===== src/rtl/bor_por_puc_ctrl_if.sv =====
// Pin, acknowledge and vector-index signals of the reset-source daisy-chain stage.
// master drives the pin/upstream inputs; slave is the bor_por_puc_ctrl side.
interface bor_por_puc_ctrl_if;
    logic       RSTn;
    logic       INTACKin;
    logic [5:0] IntAddrthru;
    logic       req;
    logic       INTACKthru;
    logic [5:0] IntAddrout;

    modport master (
        output RSTn, INTACKin, IntAddrthru,
        input  req, INTACKthru, IntAddrout
    );

    modport slave (
        input  RSTn, INTACKin, IntAddrthru,
        output req, INTACKthru, IntAddrout
    );
endinterface


===== src/rtl/bor_por_puc_ctrl.sv =====
// Reset source at the top of the interrupt daisy chain: stretches RST / RSTn into a PUC request.
// Optional RSTN_FILTER_EN adds a MIN_LOW-sample glitch filter after the RSTn synchronizer.
module bor_por_puc_ctrl #(
    parameter int unsigned HOLD_CYCLES  = 8,
    parameter logic [5:0]  RESET_VECTOR = 6'd63,
    parameter int unsigned MIN_LOW      = 2
) (
    input  logic              MCLK,
    input  logic              RST,
    bor_por_puc_ctrl_if.slave bus
);
    typedef enum logic [1:0] {IDLE, ASSERT, HOLD} state_t;

    localparam logic [7:0] LP_HOLD = 8'(HOLD_CYCLES);

    state_t     r_state, w_state_nxt;
    logic [7:0] r_cnt, w_cnt_nxt;
    logic [1:0] r_sync;
    logic       w_rstn_s;
    logic       w_low;
    logic       w_req;

    always_ff @(posedge MCLK) begin
        if (RST) r_sync <= '1;
        else     r_sync <= {r_sync[0], bus.RSTn};
    end

    assign w_rstn_s = r_sync[1];

`ifdef RSTN_FILTER_EN
    logic [7:0] r_flt;

    always_ff @(posedge MCLK) begin
        if (RST || w_rstn_s)  r_flt <= '0;
        else if (r_flt != '1) r_flt <= r_flt + 8'd1;
    end

    // r_flt counts earlier consecutive lows; the current sample makes it r_flt+1
    assign w_low = !w_rstn_s && ((32'(r_flt) + 32'd1) >= MIN_LOW);
`else
    assign w_low = !w_rstn_s;
`endif

    always_ff @(posedge MCLK) begin
        if (RST) begin
            r_state <= HOLD;
            r_cnt   <= LP_HOLD;
        end else begin
            r_state <= w_state_nxt;
            r_cnt   <= w_cnt_nxt;
        end
    end

    always_comb begin
        w_state_nxt = r_state;
        w_cnt_nxt   = r_cnt;
        case (r_state)
            IDLE: begin
                if (w_low) w_state_nxt = ASSERT;
            end
            ASSERT: begin
                if (w_rstn_s) begin
                    w_state_nxt = HOLD;
                    w_cnt_nxt   = LP_HOLD;
                end
            end
            HOLD: begin
                // a new low wins over counter expiry so the sequence restarts
                if (w_low)              w_state_nxt = ASSERT;
                else if (r_cnt <= 8'd1) w_state_nxt = IDLE;
                else                    w_cnt_nxt   = r_cnt - 8'd1;
            end
            default: w_state_nxt = IDLE;
        endcase
    end

    assign w_req          = (r_state != IDLE);
    assign bus.req        = w_req;
    assign bus.IntAddrout = w_req ? RESET_VECTOR : bus.IntAddrthru;
    assign bus.INTACKthru = bus.INTACKin & ~w_req;
endmodule


===== src/flat_wrapper.sv =====
// flat-port wrapper written by rule: the top's interface ports become plain ports
module bor_por_puc_ctrl_flat 
#(
    parameter int unsigned HOLD_CYCLES  = 8,
    parameter logic [5:0]  RESET_VECTOR = 6'd63,
    parameter int unsigned MIN_LOW      = 2
)
  (MCLK, RST, bus_RSTn, bus_INTACKin, bus_IntAddrthru, bus_req, bus_INTACKthru, bus_IntAddrout);
  bor_por_puc_ctrl_if bus_i ();
  input  logic MCLK;
  input  logic RST;
  input wire logic [$bits(bus_i.RSTn)-1:0] bus_RSTn;
  input wire logic [$bits(bus_i.INTACKin)-1:0] bus_INTACKin;
  input wire logic [$bits(bus_i.IntAddrthru)-1:0] bus_IntAddrthru;
  output wire logic [$bits(bus_i.req)-1:0] bus_req;
  output wire logic [$bits(bus_i.INTACKthru)-1:0] bus_INTACKthru;
  output wire logic [$bits(bus_i.IntAddrout)-1:0] bus_IntAddrout;
  assign bus_i.RSTn = bus_RSTn;
  assign bus_i.INTACKin = bus_INTACKin;
  assign bus_i.IntAddrthru = bus_IntAddrthru;
  assign bus_req = bus_i.req;
  assign bus_INTACKthru = bus_i.INTACKthru;
  assign bus_IntAddrout = bus_i.IntAddrout;
  bor_por_puc_ctrl #(.HOLD_CYCLES(HOLD_CYCLES), .RESET_VECTOR(RESET_VECTOR), .MIN_LOW(MIN_LOW)) u_core (.MCLK(MCLK), .RST(RST), .bus(bus_i));
endmodule

===== config.mk =====
export PLATFORM = sky130hd
export DESIGN_NAME = bor_por_puc_ctrl_flat
export DESIGN_NICKNAME = d
export VERILOG_FILES = /design/src/rtl/bor_por_puc_ctrl_if.sv /design/src/rtl/bor_por_puc_ctrl.sv /design/src/flat_wrapper.sv
export SDC_FILE = /design/constraint.sdc
export NUM_CORES = 1
export LEC_CHECK = 0
export BUFFER_PORTS_ARGS = -buffer_cell sky130_fd_sc_hd__buf_2
export CAP_MARGIN = 20
export CORE_MARGIN = 8
export CORE_UTILIZATION = 35
export DETAILED_ROUTE_END_ITERATION = 8
export PLACE_DENSITY = 0.54
export REMOVE_ABC_BUFFERS = 1
export SLEW_MARGIN = 5
export SYNTH_ARGS = -nofsm -noshare
export SYNTH_HDL_FRONTEND = slang
export SYNTH_SLANG_ARGS = --single-unit

===== constraint.sdc =====
create_clock -name MCLK -period 4.1 [get_ports MCLK]
set_clock_uncertainty 0.1 [all_clocks]
set_input_delay 0.615 -clock MCLK [delete_from_list [all_inputs] [get_ports MCLK]]
set_output_delay 0.615 -clock MCLK [all_outputs]
set_load 0.005 [all_outputs]

==> results.py <==
metrics = {
    "outcome": {
        "status": "completed",
    },
    "synthesis": {
        "synth-edff-count": 0,
        "synth.distinct_cells": 30,
        "synth_top_area_frac": 0.3293,
        "synthFlopType": "dfxtp_1",
        "postSynthAreaPerCell_um2": 8.896,
        "ys_seq_area_frac": 0.3293,
        "async_reset_ff_frac": 0,
        "synth_area_leaders": "dfxtp_1 (33%), o311ai_4 (7.2%), or3_1 (6.0%), nand2_1 (4.1%), ha_1 (3.4%)",
        "syn_area_um2": 729.5,
        "yosys.area.top_type": "dfxtp_1",
        "synth_warnings": 0,
        "synthCells": 82,
        "ys_seq_elements": 12,
    },
    "clock_tree": {
        "insertion_delay_ps": 270,
        "cts_resized": 0,
        "cts_made_buffers": 3,
        "cts-hold-fix-buffers": 0,
        "cts_max_level": 1,
        "post-cts-setup-buffers": 0,
        "cts.sinks": 12,
        "cts-root-buf": "clkbuf_4",
        "clk_pin_slew_ps": 70,
        "cts_tree": "done",
        "clockBufferDepth": 2,
    },
    "drt": {
        "drc_errors": 0,
        "vias_per_cell": 5.000,
        "firstDrtPassIters": 4,
        "drt_first_iter_violations": 8,
        "drt-total-wl_um": 1568,
        "avgRoutedWirePerCell_um": 12.44,
        "via_count": 630,
        "ant_nets": 0,
    },
    "floorplanning": {
        "dieHeight_um": 61.65,
        "ios": 18,
        "initial_core_util": 0.3718,
        "rows": 16,
        "die_x_um": 61.65,
        "design.die.area_um2": 3801,
        "coreArea_um2": 1962,
    },
    "sta": {
        "min_period_ps": 1971,
        "setup_violations": 0,
        "grt_setup_unrepaired": "no",
        "worst_hold_slack_ps": 314.2,
        "fin_crit_sh": 0.4808,
        "final.setup.tns_ps": 0,
        "maxSlewViolCount": 0,
        "relSlewSlack": 0.5785,
        "fmax_ghz": 0.5072,
        "hold_viol_final": 0,
        "setup_ws_ps": 2129,
        "worst_pin_slew_ps": 632.2,
    },
    "worst_setup_path": {
        "path_cells": "inv_1, ha_1, nor2_1, o31ai_4, a211oi_1, mux2i_1",
        "path_class": "flop to flop",
        "cp-start-kind": "flop",
        "crit_buf_inv": 1,
        "r2r_start": "u_core.r_cnt[0]",
        "reg2reg_slack_ps": 2130,
        "critPathMaxStageDelay_ps": 480,
        "path_max_fanout": 5,
        "critical_path.top_delay_family": "simple AND/OR/NAND/NOR gates",
        "r2r.worst_path.cells": 6,
        "slowest_stage": "nor2_1",
        "worst_r2r_endpoint": "u_core.r_cnt[7]",
        "worstPathRequired_ps": 4210,
        "cp-end-kind": "flop",
        "critPathArrivalTime_ps": 2080,
    },
    "power_and_ir_drop": {
        "vdd.ir_drop.worst_uv": 303.9,
        "leakage_uw": 0.0003296,
        "power_density_nw_per_um2": 661.9,
        "p_total_uw": 568.1,
    },
    "cells_and_area": {
        "seq_area_um2": 240.2,
        "post-route-util": 0.4375,
        "synthToLayoutAreaGrowth_pct": 17.67,
        "antenna_cells": 0,
        "finalNetCount": 113,
        "multiInputGateArea_um2": 465.4,
        "drive_gt1_frac": 0.2828,
        "fillers": 227,
    },
    "global_routing": {
        "grt-ovfl-total": 0,
        "grt_pass1_wl_um": 2697,
        "grt_use_total": 0.09654,
        "antenna_found_initial": 0,
        "grt_pass1_vias": 582,
        "grt_max_degree": 13,
    },
    "placement": {
        "place_worst_setup_slack_ps": 2136,
        "dp_hpwl_um": 1231,
        "gp_congestion": 0.8018,
        "io_buffers": 17,
    },
    "hold_path": {
        "min_from": "u_core.r_sync[0]",
        "holdPathStages": 1,
        "whs_endpoint": "u_core.r_sync[1]",
        "holdCritPathClass": "flop to flop",
    },
    "run": {
        "max_cap_viol_count": 0,
    },
}
==> cell usage after synthesis, drive strengths merged, types with 3 or more instances <==
cell type,n
dfxtp,12
o311ai,3
a21o,3
nand2b,3
or3,7
or2,4
nand3,5
nor2,6
a21oi,4
inv,3
nand2,8
==> final cells by class <==
type	instances	area share
sequential	12	0.2799
clock buffer	3	0.02624
multi-input combinational	64	0.5423
tap	27	0.03936
timing repair buffer	17	0.09913
inverter	3	0.01312
==> state kept, by name, summed over array words and instances (netlist names) <==
register        cells
u_core.r_cnt        8
u_core.r_state      2
u_core.r_sync       2
==> through the flow <==
stage                     instance area (µm²)  instances
after floorplan                         716.9         79
after global placement                  835.8        123
after detailed placement                835.8        123
after CTS                               858.3        126
after global routing                    858.3        126
final                                   858.3        126
==> power by group <==
| part | leakage, µW | switching, µW | internal (µW) |
|---|---|---|---|
| logic | 0.000217 | 167 | 137 |
| registers | 0.0000988 | 41.5 | 152 |
| clock network | 0.0000138 | 37.2 | 34.0 |
| total | 0.000330 | 246 | 323 |
==> logic make-up (layout without fill, tap and decap cells) <==
kind of cell	count (synthesis)	in the layout	share of synthesized area
AO/OA/AOI/OAI	18	18	0.2418
XOR/XNOR	1	1	0.01201
adder cells (fa/ha/maj)	2	2	0.03430
buffers and inverters	6	23	0.03259
flip-flops	12	12	0.3293
multiplexers	2	2	0.02745
AND/OR/NAND/NOR	41	41	0.3225
==> how the worst max path moves through the flow <==
stage	cells past startpoint	to	startpoint
after detailed placement	6	u_core.r_cnt[7]	u_core.r_cnt[0]
final	6	u_core.r_cnt[7]	u_core.r_cnt[0]
after CTS	6	u_core.r_cnt[7]	u_core.r_cnt[0]
after floorplan	6	u_core.r_cnt[7]	u_core.r_cnt[0]
after global placement	6	u_core.r_cnt[7]	u_core.r_cnt[0]
after global routing	6	u_core.r_cnt[7]	u_core.r_cnt[1]
==> per-layer routing <==
| layer | share of wire | vias up | global-route usage |
|---|---|---|---|
| met3 | 0.030 | 2 | 0.03758 |
| met5 | 0 | - | 0 |
| met4 | 0.0077 | 0 | 0.03896 |
| met1 | 0.49 | 293 | 0.1173 |
| met2 | 0.47 | 5 | 0.1477 |
| li1 | - | 330 | - |
==> cell usage in the layout (no fill, tap or decap), types with 2 or more instances in the layout <==
master     n
mux2i_1    2
a21oi_1    4
nor2_1     6
ha_1       2
o311ai_4   2
or3_1      7
clkbuf_4   3
buf_2     17
nor4bb_1   2
nor2b_1    2
nand2_1    8
nand2b_1   3
a21o_1     3
a211oi_1   2
dfxtp_1   12
inv_1      3
nand3_1    5
or2_2      4
(Power assumes the default switching activity.)
